$ cat config.mk
export PLATFORM = sky130hd
export DESIGN_NAME = writeback_stage
export DESIGN_NICKNAME = d
export VERILOG_FILES = /design/src/rtl/mips_defs.sv /design/src/rtl/writeback_stage_hilo_reg.sv /design/src/rtl/writeback_stage.sv
export SDC_FILE = /design/constraint.sdc
export NUM_CORES = 1
export LEC_CHECK = 0
export BUFFER_PORTS_ARGS = -buffer_cell sky130_fd_sc_hd__buf_2
export CORE_AREA = 3 3 165 167
export CTS_CLUSTER_DIAMETER = 120
export DETAILED_ROUTE_END_ITERATION = 10
export DIE_AREA = 0 0 168 170
export HOLD_SLACK_MARGIN = 0.1
export PLACE_DENSITY = 0.64
export SLEW_MARGIN = 20
export SYNTH_ARGS = -nofsm -noshare
export SYNTH_HDL_FRONTEND = slang
export SYNTH_SLANG_ARGS = --single-unit
$ cat constraint.sdc
create_clock -name clk -period 3.4 [get_ports clk]
set_input_delay 0.51 -clock clk [delete_from_list [all_inputs] [get_ports clk]]
set_output_delay 0.51 -clock clk [all_outputs]
set_load 0.02 [all_outputs]
$ cat src/rtl/mips_defs.sv
// Shared MIPS core definitions: reset vector, SPECIAL funct codes and
// out_op bit positions used by the writeback stage.
package mips_defs;

    localparam logic [31:0] RESET_PC_DEFAULT = 32'hbfc00000;

    localparam logic [5:0] OP_SPECIAL = 6'b000000;

    localparam logic [5:0] FUNCT_MFHI  = 6'b010000;
    localparam logic [5:0] FUNCT_MTHI  = 6'b010001;
    localparam logic [5:0] FUNCT_MFLO  = 6'b010010;
    localparam logic [5:0] FUNCT_MTLO  = 6'b010011;
    localparam logic [5:0] FUNCT_MULT  = 6'b011000;
    localparam logic [5:0] FUNCT_MULTU = 6'b011001;
    localparam logic [5:0] FUNCT_DIV   = 6'b011010;
    localparam logic [5:0] FUNCT_DIVU  = 6'b011011;

    // Position of the GPR-write flag inside out_op.
    localparam int unsigned OUT_OP_GPR_WEN = 0;

    // Loads all live in the 100xxx opcode group.
    function automatic logic inst_is_load(input logic [31:0] inst);
        return inst[31:29] == 3'b100;
    endfunction

endpackage

$ cat src/rtl/writeback_stage_hilo_reg.sv
// Architectural HI/LO register pair with independent write enables.
module hilo_reg
    import mips_defs::*;
(
    input  logic        clk,
    input  logic        resetn,
    input  logic        hi_we,
    input  logic        lo_we,
    input  logic [31:0] hi_d,
    input  logic [31:0] lo_d,
    output logic [31:0] hi_q,
    output logic [31:0] lo_q
);

    // HI/LO storage; reset wins over any pending write.
    always_ff @(posedge clk) begin
        if (!resetn) begin
            hi_q <= '0;
            lo_q <= '0;
        end else begin
            if (hi_we) hi_q <= hi_d;
            if (lo_we) lo_q <= lo_d;
        end
    end

endmodule

$ cat src/rtl/writeback_stage.sv
// Writeback stage: registers the MEM stage outputs, drives the GPR write
// port and debug trace, and owns the HI/LO registers.
module writeback_stage
    import mips_defs::*;
#(
    parameter logic [31:0] RESET_PC = RESET_PC_DEFAULT
) (
    input  logic        clk,
    input  logic        resetn,
    input  logic        mem_valid,
    input  logic [2:0]  mem_out_op,
    input  logic [4:0]  mem_dest,
    input  logic [31:0] mem_value,
    input  logic [31:0] mem_pc,
    input  logic [31:0] mem_inst,
    input  logic [3:0]  load_wen,
    input  logic [63:0] mul_div_result,
    input  logic        mem_mul,
    input  logic [63:0] mul_result,
    output logic [3:0]  wb_rf_wen,
    output logic [4:0]  wb_rf_waddr,
    output logic [31:0] wb_rf_wdata,
    output logic [4:0]  wb_dest,
    output logic [31:0] hi_value,
    output logic [31:0] lo_value,
    output logic [31:0] debug_wb_pc,
    output logic [3:0]  debug_wb_rf_wen,
    output logic [4:0]  debug_wb_rf_wnum,
    output logic [31:0] debug_wb_rf_wdata
);

    logic        wb_valid;
    logic        wb_gpr_op;
    logic [4:0]  wb_dest_q;
    logic [31:0] wb_value;
    logic [31:0] wb_pc;
    logic [31:0] wb_inst;
    logic [3:0]  wb_load_wen;
    logic [63:0] wb_mul_div_result;
    logic        wb_mul;

    // MEM -> WB pipeline register; only the GPR-write bit of out_op is kept.
    always_ff @(posedge clk) begin
        if (!resetn) begin
            wb_valid          <= 1'b0;
            wb_gpr_op         <= 1'b0;
            wb_dest_q         <= '0;
            wb_value          <= '0;
            wb_pc             <= RESET_PC;
            wb_inst           <= '0;
            wb_load_wen       <= '0;
            wb_mul_div_result <= '0;
            wb_mul            <= 1'b0;
        end else begin
            wb_valid          <= mem_valid;
            wb_gpr_op         <= mem_out_op[OUT_OP_GPR_WEN];
            wb_dest_q         <= mem_dest;
            wb_value          <= mem_value;
            wb_pc             <= mem_pc;
            wb_inst           <= mem_inst;
            wb_load_wen       <= load_wen;
            wb_mul_div_result <= mul_div_result;
            wb_mul            <= mem_mul;
        end
    end

    // Reserved out_op bits and the register-number fields of the
    // instruction word carry no meaning here.
    logic unused_bits;
    assign unused_bits = &{1'b0, mem_out_op[2:1], wb_inst[25:6]};

    logic [5:0] opcode;
    logic [5:0] funct;
    logic       is_special;
    logic       is_load;
    logic       is_mfhi;
    logic       is_mflo;
    logic       is_mthi;
    logic       is_mtlo;
    logic       is_div;

    assign opcode     = wb_inst[31:26];
    assign funct      = wb_inst[5:0];
    assign is_special = (opcode == OP_SPECIAL);
    assign is_load    = inst_is_load(wb_inst);
    assign is_mfhi    = is_special && (funct == FUNCT_MFHI);
    assign is_mflo    = is_special && (funct == FUNCT_MFLO);
    assign is_mthi    = is_special && (funct == FUNCT_MTHI);
    assign is_mtlo    = is_special && (funct == FUNCT_MTLO);
    assign is_div     = is_special && ((funct == FUNCT_DIV) || (funct == FUNCT_DIVU));

    logic        wen_raw;
    logic [31:0] hi_q;
    logic [31:0] lo_q;

    assign wen_raw = wb_valid && wb_gpr_op && (wb_dest_q != 5'd0);

    // GPR write enables and data; mfhi/mflo take priority over the MEM value.
    always_comb begin
        wb_rf_wen = 4'h0;
        if (wen_raw) wb_rf_wen = is_load ? wb_load_wen : 4'hf;
        if (is_mfhi)      wb_rf_wdata = hi_q;
        else if (is_mflo) wb_rf_wdata = lo_q;
        else              wb_rf_wdata = wb_value;
    end

    assign wb_rf_waddr = wb_dest_q;
    assign wb_dest     = (wb_rf_wen != 4'h0) ? wb_dest_q : 5'd0;

    logic        hi_we;
    logic        lo_we;
    logic [31:0] hi_d;
    logic [31:0] lo_d;

    // HI/LO source select: div beats mult beats mthi/mtlo.
    always_comb begin
        hi_we = wb_valid && (is_div || wb_mul || is_mthi);
        lo_we = wb_valid && (is_div || wb_mul || is_mtlo);
        if (is_div) begin
            hi_d = wb_mul_div_result[63:32];
            lo_d = wb_mul_div_result[31:0];
        end else if (wb_mul) begin
            hi_d = mul_result[63:32];
            lo_d = mul_result[31:0];
        end else begin
            hi_d = wb_value;
            lo_d = wb_value;
        end
    end

    hilo_reg u_hilo (
        .clk    (clk),
        .resetn (resetn),
        .hi_we  (hi_we),
        .lo_we  (lo_we),
        .hi_d   (hi_d),
        .lo_d   (lo_d),
        .hi_q   (hi_q),
        .lo_q   (lo_q)
    );

    assign hi_value          = hi_q;
    assign lo_value          = lo_q;
    assign debug_wb_pc       = wb_pc;
    assign debug_wb_rf_wen   = wb_rf_wen;
    assign debug_wb_rf_wnum  = wb_rf_waddr;
    assign debug_wb_rf_wdata = wb_rf_wdata;

endmodule

; ---- Word-level counts from Yosys, hierarchy flattened
; Index checks and enable logic that the tools add are counted.
[op_classes]
n_eq_ne = 7
mux = 9
reduce_logical = 16
[ops]
columns = cell, n
row1 = 32-bit 2-to-1 mux, 6
row2 = "6-bit by 5-bit == test with 1-bit output, second input constant", 6
row3 = 1-bit logical AND, 9
row4 = 4-bit 2-to-1 mux, 2
row5 = 6-bit logical NOT, 1
row6 = 5-bit 2-to-1 mux, 1
row7 = 5-bit nonzero test, 1
row8 = 1-bit logical OR, 4
row9 = 4-bit nonzero test, 1
row10 = "3-bit == test, second input constant", 1
[word_totals]
regBits = 236
in_bits = 240
output_inout_bits = 183
word_cells = 43

; ---- Longest topological paths before layout
; Gate-level depths: netlist of run 1.
[logic_depth]
depth_word = 6
depth_mapped = 8
mapped_depth_nobuf = 4

; ---- Modules after synthesis
; Synthesis of run 1 repeated with hierarchy kept, for this count alone.
[hier_totals]
hier_cells = 913
hier_area_um2 = 9469.1
[by_module_without_submodules]
columns = mod, n_inst, cells_per_inst, area_per_inst_um2, seq_area_each_um2
row1 = writeback_stage, 1, 706, 6976.7, 3042.9
row2 = hilo_reg, 1, 207, 2492.4, 1281.2

; ---- Worst setup path after synthesis of run 1
; No wires, ideal clock.
[synth_timing]
path_type = reg-to-output
from = register wb_inst[27]
to = output port wb_rf_wdata[10]
arrival_time_ps = 2497
required_time_ps = 2890
path_slack_ps = 393
path_stages_with_launch = 9
n_path_buf = 4
path_cell_list = dfxtp_1 -> or4_1 -> buf_2 -> or4_1 -> buf_2 -> buf_6 -> mux2i_1 -> a21oi_1 -> buf_4
[synth_via]
elab_chain_cells = 4
elab_cells_between_ends = 5
classes_between = mux: 2 / reduce/logical: 3
[synth_lines]
columns = item, line_no
row1 = from (decl), writeback_stage.sv:37  ; logic [31:0] wb_inst;
row2 = from (signal assigned), writeback_stage.sv:60  ; wb_inst <= mem_inst;
row3 = 6-bit logical NOT *, writeback_stage.sv:84  ; assign is_special = (opcode == OP_SPECIAL);
row4 = 1-bit logical AND, writeback_stage.sv:87  ; assign is_mflo = is_special && (funct == FUNCT_MFLO);
row5 = 32-bit 2-to-1 mux, writeback_stage.sv:103  ; else if (is_mflo) wb_rf_wdata = lo_q;
row6 = 32-bit 2-to-1 mux *, writeback_stage.sv:102  ; if (is_mfhi) wb_rf_wdata = hi_q;
row7 = to (decl), writeback_stage.sv:22  ; output logic [31:0] wb_rf_wdata,
; Mark *: on every way between the ends. The rest lies on a longest branch, timed or not.

; ---- Worst setup path in the final report of run 1
[layout_timing]
from = register wb_inst[27]
to = output port wb_rf_wdata[12]
; Same word-level chain as after synthesis.

==> results.py, run 1 <==
metrics = {
    "critical_path": {
        "path_cells": "or4_4, or4_4, buf_12, buf_16, mux2i_1, a21oi_1, buf_2",
        "worstPathMaxFanout": 9,
        "crit_type": "flop to output port",
        "required_ns": 2.89,
        "crit_family": "simple AND/OR/NAND/NOR gates",
        "crit_buf_inv": 3,
        "slowest_stage": "or4_4",
        "crit_arrival_ns": 2.79,
        "max_stage_delay_ns": 0.59,
        "cpMostUsedCell": "or4_4",
        "worst_setup_path_start_kind": "flop",
        "end_kind": "output port",
    },
    "clocking": {
        "cts_inserted_buffers": 24,
        "ctsHoldBuffers": 0,
        "cts_tree": "built",
        "htreeDepth": 1,
        "clock_sinks": 216,
        "clockBufferDepth": 3,
        "clk_pin_slew_worst_paths_ns": 0.06,
        "cts_root_buf": "clkbuf_16",
        "clock_latency_ns": 0.51,
    },
    "die": {
        "die_area_um2": 28600,
        "die_w_um": 168,
        "core_area_um2": 25900,
        "rows": 59,
        "start_util_pct": 34.6,
        "die_h_um": 170,
        "io_pins": 423,
    },
    "pwr": {
        "p_switching_w": 0.00144,
        "powerDensity_nw_per_um2": 506,
        "switching_share_pct": 23.9,
        "p_clk_share_pct": 43.7,
        "ir_drop_v": 0.000358,
        "p_int_w": 0.00457,
        "leakagePower_nw": 6.17,
        "p_comb_share_pct": 11.3,
        "seq_power_share_pct": 45.0,
    },
    "grt": {
        "grt_antenna_before_repair": 1,
        "track_usage_pct": 18.2,
        "grt_max_degree": 112,
        "grt_pass1_vias": 7543,
        "grt.overflow.total": 0,
        "grt_pass1_wl_um": 41800,
    },
    "placement": {
        "io_buffer_count": 400,
        "dp.cells": 1507,
        "gp_congestion": 0.804,
        "dp.final_hpwl_um": 18900,
        "placed_area_um2": 11000,
    },
    "layout": {
        "drive_gt1_share_pct": 41.9,
        "n_antenna_cell": 0,
        "final_cell_area_um2": 11900,
        "final_cell_mix": "396 x buf_2, 213 x dfxtp_1, 148 x and2_1, 128 x mux2i_1, 41 x nor2_1",
        "stdcell_count": 1550,
        "areaGrowthSynthToFinish_pct": 32.7,
        "layout.nets": 1440,
        "final_common_cell": "buf_2",
    },
    "logic_synthesis": {
        "synth_warnings": 0,
        "netlist_instances": 868,
        "synth_seq_area_share_pct": 48.3,
        "avgSynthCellArea_um2": 10.3,
        "ys_ff_latch": 216,
        "synth_nets": 1108,
        "yosys.cell_types.count": 29,
        "synth_area_um2": 8950,
    },
    "timing": {
        "setup_tns_ns": 0,
        "tightest_slew_ns": 1.09,
        "grt_setup_unrepaired": "no",
        "maxSlewViolCount": 0,
        "min_period_over_period_pct": 97.1,
        "fin_worst_skew_ns": 0.0122,
        "hold_violations": 0,
        "setup_violations": 0,
        "fmax_ghz": 0.303,
        "relSlewSlack_pct": 27.4,
        "period_needed_ns": 3.30,
    },
    "drt": {
        "drtIter0Drc": 311,
        "drt.antenna.violating_nets": 0,
        "wl_um": 27500,
        "drc": 0,
        "vias": 7366,
        "firstDrtPassIters": 4,
        "avgRoutedWirePerCell_um": 17.7,
        "vias_per_cell": 4.75,
    },
    "flow_run": {
        "drv_cap": 0,
    },
    "status": {
        "outcome": "completed",
    },
    "min_path": {
        "min_path_type": "input pin to flop",
    },
}
## metrics by stage
step	setup slack [ns]	power [W]	hold slack [ns]	util, %
after floorplan	0.393	0.00318	0.483	-
after global placement	0.189	0.00343	0.466	42.3
after detailed placement	0.177	0.00344	0.470	42.3
after CTS	0.0225	0.00610	0.145	45.7
after global routing	0.00324	0.00626	0.162	45.9
final	0.0987	0.00601	0.177	45.9
## repair_timing
action,in CTS,in global routing
cloned,1,0
endpoints found under the setup margin,64,34
buffers inserted,0,1
pin swaps,2,2
gates resized for setup,14,11
## flip-flops by register name, summed over array words and instances, names as in the netlist, 4 cells and up
signal             count
debug_wb_pc           32
debug_wb_rf_wnum       5
u_hilo.hi_q           32
u_hilo.lo_q           32
wb_inst               12
wb_load_wen            4
wb_mul_div_result     64
wb_value              32
## cells in the mapped netlist
library cell,instances,area [µm²]
a2111oi_0,1,8.76
nand4b_1,1,8.76
dfxtp_1,216,4320
nor3_1,1,5.00
nand3_1,1,5.00
or3_1,3,18.8
buf_6,3,33.8
and2_1,148,926
buf_2,13,65.1
a21oi_1,33,165
or4_1,4,30.0
a21o_1,32,240
mux2i_1,128,1280
o211ai_1,1,7.51
buf_1,3,11.3
nand3b_1,1,7.51
or3b_2,2,17.5
o2bb2ai_1,32,280
o41ai_1,33,289
or4b_2,1,10.0
a21boi_1,1,7.51
nand2b_1,10,62.6
nand2_1,33,124
nor2_1,41,154
clkbuf_1,49,184
mux2_2,32,360
buf_4,42,315
o21ai_1,1,5.00
inv_1,2,7.51
## power by group through the flow
stage          Combinational (W)  Sequential (W)  Clock [W]
4_1_cts                 0.000684         0.00271    0.00271
6_report                0.000678         0.00271    0.00262
3_5_place_dp            0.000676         0.00276          0
5_1_grt                 0.000742         0.00272    0.00280
2_1_floorplan           0.000398         0.00278          0
3_3_place_gp            0.000669         0.00276          0
## metal layers
layer  track usage (%)  vias to the layer above  share of wire (%)
met1              22.3                     3420                 42
li1                  -                     3630                  -
met5                 0                        -              0.073
met2              32.5                      267                 49
met4              4.59                        2                2.4
met3              4.23                       47                6.5
## worst reg2reg max path, stage by stage (launching register included)
cell,delay (ns)
dfxtp_1,0.30
or4_4,0.59
a2111oi_0,0.72
o21ai_4,0.36
buf_4,0.36
mux2i_1,0.19
## cell type report
type,instances,area [µm²]
sequential,216,4330
timing repair buffer,416,2220
clock buffer,35,723
inverter,2,7.51
tap,335,419
fill,2537,14000
clock inverter,6,80.1
multi-input combinational,540,4100
## final timing paths
check	cells after the start	start	endpoint	slack, ns
setup / recovery	7	wb_inst[27]$_SDFF_PN0_	wb_rf_wdata[12]	0.1
hold / removal	2	mem_pc[26]	debug_wb_pc[26]$_SDFF_PN1_	0.18
hold reg to reg	2	u_hilo.hi_q[26]$_SDFFE_PN0P_	u_hilo.hi_q[26]$_SDFFE_PN0P_	0.47
setup reg to reg	5	wb_inst[27]$_SDFF_PN0_	u_hilo.hi_q[15]$_SDFFE_PN0P_	0.75
## kinds of logic after synthesis
kind of cell | count (synthesis) | synth area share (%)
muxes | 160 | 18.3
buffers and inverters | 112 | 6.89
DFF | 216 | 48.3
and+or+nand+nor | 246 | 15.3
AOI/OAI and AO/OA | 134 | 11.2
Power figures use the tool's default switching activity.
==> run 2, diff against run 1 <==
Settings changed: CORE_AREA 3 3 165 167 to not set, CORE_MARGIN set to 3, CORE_UTILIZATION set to 23, DIE_AREA 0 0 168 170 to not set, PLACE_DENSITY 0.64 to 0.47.
==> run 2 against run 1 <==
Against the previous run:
- worst hold slack got worse by 0.022 ns
- fmax fell by 1.4%
- first-iteration DRC count decreased by 42%
- largest cell class unchanged
- cell count is 12% higher
- sequential power barely moved
- cell area rose by 4.0%
==> results.py, run 2 (synthesis gave the netlist of run 1 again) <==
metrics = {
    "min_path": {
        "min_path_type": "input pin to flop",
    },
    "layout": {
        "areaGrowthSynthToFinish_pct": 38.0,
        "final_cell_area_um2": 12400,
        "largest_reg_flops": 64,
        "drive_gt1_share_pct": 42.9,
        "layout.nets": 1446,
        "top_register": "wb_mul_div_result",
        "final_common_cell": "buf_2",
        "final_util_pct": 32.5,
        "final_cell_mix": "386 x buf_2, 214 x dfxtp_1, 148 x and2_1, 128 x mux2i_1, 40 x nor2_1",
        "stdcell_count": 1741,
    },
    "grt": {
        "grt_max_degree": 130,
        "grt_pass1_wl_um": 46000,
        "grt_antenna_before_repair": 5,
        "grt_pass1_vias": 7637,
        "track_usage_pct": 14.3,
        "grt.overflow.total": 0,
    },
    "drt": {
        "avgRoutedWirePerCell_um": 17.9,
        "drtIter0Drc": 181,
        "drc": 0,
        "vias": 7398,
        "vias_per_cell": 4.25,
        "wl_um": 31100,
        "firstDrtPassIters": 4,
        "drt.antenna.violating_nets": 0,
    },
    "placement": {
        "place_ws_ns": 0.123,
        "dp.cells": 1688,
        "dp.final_hpwl_um": 21100,
        "gp_congestion": 0.769,
        "placed_area_um2": 11200,
        "io_buffer_count": 400,
    },
    "pwr": {
        "ir_drop_v": 0.000308,
        "powerDensity_nw_per_um2": 525,
        "leakagePower_nw": 6.28,
    },
    "timing": {
        "grt_setup_unrepaired": "yes",
        "hold_violations": 0,
        "fmax_ghz": 0.299,
        "setup_tns_ns": 0,
        "setup_violations": 0,
        "fin_worst_skew_ns": 0.0237,
        "tightest_slew_ns": 1.04,
        "maxSlewViolCount": 0,
        "period_needed_ns": 3.35,
        "setup_slack_ns": 0.0529,
        "relSlewSlack_pct": 30.7,
        "min_period_over_period_pct": 98.4,
    },
    "die": {
        "rows": 71,
        "start_util_pct": 23.6,
        "io_pins": 423,
        "die_area_um2": 41300,
        "die_h_um": 203,
        "die_w_um": 203,
        "core_area_um2": 38000,
    },
    "critical_path": {
        "worst_setup_path_start_kind": "flop",
        "required_ns": 2.89,
        "crit_arrival_ns": 2.84,
        "crit_type": "flop to output port",
        "end_kind": "output port",
        "worstPathMaxFanout": 23,
    },
    "clocking": {
        "clock_sinks": 216,
        "htreeDepth": 1,
        "cts_inserted_buffers": 26,
        "post_cts_buffers": 0,
        "cts_root_buf": "clkbuf_16",
        "ctsHoldBuffers": 0,
        "clock_latency_ns": 0.54,
        "clk_pin_slew_worst_paths_ns": 0.06,
        "clockBufferDepth": 3,
        "cts_tree": "built",
    },
    "flow_run": {
        "drv_cap": 0,
    },
    "status": {
        "outcome": "completed",
    },
}
==> run 2: cell types whose count changed in the layout (fill, tap and decap cells not counted), moves of 3 or more <==
cell | before | now
a21oi_1 | 23 | 18
a21oi_2 | 10 | 15
buf_2 | 396 | 386
buf_4 | 12 | 27
bufinv_16 | 2 | 6
clkinv_2 | 4 | 7
diode_2 | 0 | 4
==> run 2: layout make-up <==
cell class	count	area, µm²
inverters	2	7.51
flip-flops and latches	216	4330
clock inverters	14	223
repair buffers	420	2290
well taps	511	639
multi-input cells	540	4120
diodes	4	10.0
clock buffers	34	742
fillers	4027	25700
==> run 2: final timing paths <==
| check | start | endpoint | slack, ns | cells past startpoint |
|---|---|---|---|---|
| max | wb_inst[3]$_SDFF_PN0_ | debug_wb_rf_wdata[23] | 0.05 | 6 |
| max reg2reg | wb_inst[27]$_SDFF_PN0_ | u_hilo.hi_q[3]$_SDFFE_PN0P_ | 0.81 | 6 |
| min reg2reg | u_hilo.hi_q[21]$_SDFFE_PN0P_ | u_hilo.hi_q[21]$_SDFFE_PN0P_ | 0.48 | 2 |
| min | mem_pc[25] | debug_wb_pc[25]$_SDFF_PN1_ | 0.16 | 2 |
==> run 2: layer usage <==
metal  global-route usage, %  vias up  routed length (µm)
li1                        -     3670                   -
met1                    17.6     3441               13300
met2                    24.8      237               15000
met3                    3.77       46                2020
met4                    3.39        4                 693
met5                    1.31        -                  80
==> run 2: worst max-delay path: stages (launching register included) <==
cell and delay, ns:
dfxtp_1 0.35, or4b_2 0.66, or4_4 0.49, buf_12 0.21, mux2i_1 0.16, a21oi_2 0.22, buf_4 0.18
==> run 2: per-stage QoR <==
stage,hold slack (ns),power (W)
floorplan,0.483,0.00318
global placement,0.466,0.00345
detailed placement,0.472,0.00345
CTS,0.109,0.00662
global route,0.131,0.00679
finish,0.155,0.00649
==> run 2: timing repair <==
| item | 4_1_cts | 5_1_grt |
|---|---|---|
| resized for setup | 11 | 22 |
| pin swaps | 0 | 11 |
| gates cloned | 1 | 0 |
| setup endpoints to repair | 64 | 37 |
==> run 2: power breakdown <==
part	internal, W	switching, W
Clock	0.00199	0.00110
Sequential	0.00264	0.0000563
Combinational	0.000323	0.000382
Total	0.00495	0.00154
==> run 3, diff against run 2 <==
Settings changed: BUFFER_PORTS_ARGS -buffer_cell sky130_fd_sc_hd__buf_2 to not set, CORE_ASPECT_RATIO set to 0.8, DONT_BUFFER_PORTS set to 1, PLACE_DENSITY 0.47 to 0.39.
Clock period 3.4 ns to 2.73 ns, I/O delays scaled along.
==> run 3 against run 2 <==
Against the previous run:
- the run now fails in 4_1_cts
- synthesized cell count unchanged
- area after synthesis is the same
==> results.py, run 3 <==
metrics = {
    "status": {
        "outcome": "stopped before the end",
        "stop_stage": "4_1_cts",
        "tool.error": "[ERROR RSZ-0060] Max buffer count reached.",
    },
    "logic_synthesis": {
        "yosys.cell_types.count": 29,
        "yosysMostFrequentCell": "dfxtp_1",
        "synth_warnings": 0,
        "avgSynthCellArea_um2": 10.3,
        "synth_area_um2": 8950,
        "synth_top_flop_cell": "dfxtp_1",
        "post-synth-top-area-cell": "dfxtp_1",
        "ys_ff_latch": 216,
        "synth_nets": 1108,
        "synth-async-reset-ratio_pct": 0,
        "netlist_instances": 868,
        "synth_edf_count": 0,
        "synthTopCellsByCount": "216 x dfxtp_1, 148 x and2_1, 128 x mux2i_1",
        "synth_top_area_share_pct": 48.3,
        "synth_seq_area_share_pct": 48.3,
        "synth_area_leaders": "dfxtp_1 48%, mux2i_1 14%, and2_1 10%",
    },
    "clocking": {
        "post_cts_buffers": 6,
        "htreeDepth": 1,
        "cts_resized": 87,
        "cts_root_buf": "clkbuf_16",
        "ctsHoldBuffers": 276,
        "clockBufferDepth": 3,
        "clock_sinks": 216,
        "cts_inserted_buffers": 25,
    },
    "placement": {
        "gp_congestion": 0.716,
        "dp.final_hpwl_um": 20100,
        "io_buffer_count": 0,
        "place_ws_ns": -0.276,
        "dp.cells": 1320,
    },
    "die": {
        "start_util_pct": 23.7,
        "rows": 63,
        "io_pins": 423,
        "die_h_um": 182,
        "die_w_um": 227,
    },
}
-- run 3: cells by family after synthesis --
kind of cell	share of synthesized area (%)
AOI/OAI and AO/OA	11.2
buffers and inverters	6.89
DFF	48.3
muxes	18.3
and+or+nand+nor	15.3
-- run 3: per-stage QoR --
stage          hold WS [ns]  area, µm²  setup TNS, ns
3_3_place_gp          0.486       9980         -14.22
3_5_place_dp          0.497       9980         -12.49
2_1_floorplan         0.483       9080         -0.695
==> run 4, diff against run 3 <==
Settings changed: CORE_ASPECT_RATIO 0.8 to not set, CORE_UTILIZATION 23 to 20, CTS_CLUSTER_DIAMETER 120 to not set, HOLD_SLACK_MARGIN 0.1 to not set, PLACE_DENSITY 0.39 to not set, PLACE_DENSITY_LB_ADDON set to 0.15.
Clock period 2.73 ns to 3.55 ns, I/O delays scaled along.
==> run 4 against run 3 <==
Against the previous run:
- the flow now finishes without violations
==> results.py, run 4 (synthesis gave the netlist of run 1 again) <==
metrics = {
    "drt": {
        "vias_per_cell": 4.19,
        "vias": 6063,
        "wl_um": 31000,
        "drtIter0Drc": 223,
        "drc": 0,
        "drt.antenna.violating_nets": 0,
        "firstDrtPassIters": 4,
        "avgRoutedWirePerCell_um": 21.4,
    },
    "critical_path": {
        "cp.depth": 7,
        "path_cells": "or4b_2, or4_4, buf_4, mux2i_1, a21oi_1, buf_4, buf_4",
        "end_kind": "output port",
        "crit_type": "flop to output port",
        "crit_family": "simple AND/OR/NAND/NOR gates",
        "worstPathMaxFanout": 6,
        "slowest_stage": "or4b_2",
        "crit_arrival_ns": 2.82,
        "cpMostUsedCell": "buf_4",
        "r2r_cells": 7,
        "required_ns": 3.02,
        "crit_buf_inv": 3,
        "worst_setup_path_start_kind": "flop",
        "max_stage_delay_ns": 0.65,
    },
    "layout": {
        "areaGrowthSynthToFinish_pct": 17.9,
        "n_antenna_cell": 0,
        "final_cell_area_um2": 10600,
        "largest_reg_flops": 64,
        "drive_gt1_share_pct": 16.6,
        "final_cell_mix": "215 x dfxtp_1, 148 x and2_1, 128 x mux2i_1, 48 x buf_4, 41 x nor2_1",
        "top_register": "wb_mul_div_result",
        "stdcell_count": 1446,
        "final_common_cell": "dfxtp_1",
        "layout.nets": 1080,
        "fill_cells": 4703,
    },
    "timing": {
        "hold_violations": 0,
        "setup_violations": 0,
        "min_period_over_period_pct": 94.4,
        "maxSlewViolCount": 0,
        "hold_ws_ns": 0.0615,
        "tightest_slew_ns": 0.818,
        "fmax_ghz": 0.298,
        "grt_setup_unrepaired": "no",
        "relSlewSlack_pct": 45.2,
        "setup_tns_ns": 0,
        "period_needed_ns": 3.35,
        "fin_worst_skew_ns": 0.0250,
    },
    "die": {
        "die_h_um": 218,
        "start_util_pct": 20.5,
        "die_area_um2": 47300,
        "die_w_um": 218,
        "rows": 76,
        "io_pins": 423,
        "core_area_um2": 43600,
    },
    "clocking": {
        "cts_tree": "built",
        "clock_latency_ns": 0.55,
        "htreeDepth": 1,
        "ctsHoldBuffers": 0,
        "cts_inserted_buffers": 27,
        "cts_root_buf": "clkbuf_16",
        "clockBufferDepth": 3,
        "clock_sinks": 216,
        "clk_pin_slew_worst_paths_ns": 0.06,
    },
    "grt": {
        "grt_antenna_before_repair": 6,
        "track_usage_pct": 12.6,
        "grt_pass1_vias": 6665,
        "grt.overflow.total": 0,
        "grt_pass1_wl_um": 45000,
        "grt_max_degree": 219,
    },
    "placement": {
        "io_buffer_count": 0,
        "gp_congestion": 0.679,
        "dp.final_hpwl_um": 20500,
        "dp.cells": 1395,
        "placed_area_um2": 9550,
    },
    "pwr": {
        "powerDensity_nw_per_um2": 570,
        "ir_drop_v": 0.000280,
        "leakagePower_nw": 4.64,
    },
    "min_path": {
        "min_path_type": "input pin to flop",
        "hold_depth": 1,
    },
    "flow_run": {
        "drv_cap": 0,
    },
    "status": {
        "outcome": "completed",
    },
}
run 4: final timing paths:
check                                   start                            to  slack [ns]
max                     wb_inst[3]$_SDFF_PN0_                wb_rf_wdata[0]        0.20
min reg2reg  wb_mul_div_result[30]$_SDFF_PN0_  u_hilo.lo_q[30]$_SDFFE_PN0P_        0.51
max reg2reg            wb_inst[27]$_SDFF_PN0_  u_hilo.lo_q[16]$_SDFFE_PN0P_        0.88
min                                    resetn    debug_wb_pc[25]$_SDFF_PN1_        0.06
run 4: what timing repair did:
action,CTS,global route
pin swaps,0,0
setup buffers,0,0
setup endpoints to repair,64,6
resized for setup,6,1
gates cloned,1,0
run 4: cell type report:
type | instances | area (µm²) | area share [%]
inverters | 2 | 7.51 | 0.0711
multi-input cells | 540 | 4070 | 38.6
well taps | 585 | 732 | 6.93
clock inverters | 15 | 219 | 2.07
flip-flops and latches | 216 | 4330 | 41.0
repair buffers | 53 | 464 | 4.40
clock buffers | 35 | 737 | 6.98
run 4: report_power, final:
part           switching [W]  total (W)  internal [W]
logic               0.000229   0.000420      0.000191
registers           0.000116    0.00265       0.00253
clock network        0.00111    0.00295       0.00184
run 4: worst reg2reg max path, cell delays in order (launching register included):
cell and delay (ns):
dfxtp_1 0.30, or4_4 0.58, buf_4 0.31, o41ai_1 0.47, buf_4 0.20, a21boi_4 0.15
buf_4 0.32, o2bb2ai_1 0.19
run 4: metal layers:
layer  vias up  global-route usage [%]  part of all wire, %
li1       2915                       -                    -
met1      2869                    15.5                   43
met2       232                    21.6                   48
met3        37                    4.08                  7.1
met4        10                    2.13                  1.5
met5         -                       0                 0.21
run 4: metrics by stage:
stage / worst slack, ns / util, % / power (W)
floorplan: 0.520 / - / 0.00304
global placement: 0.320 / 21.9 / 0.00312
detailed placement: 0.345 / 21.9 / 0.00313
CTS: 0.0272 / 24.2 / 0.00615
global route: 0.0294 / 24.2 / 0.00629
finish: 0.200 / 24.2 / 0.00602
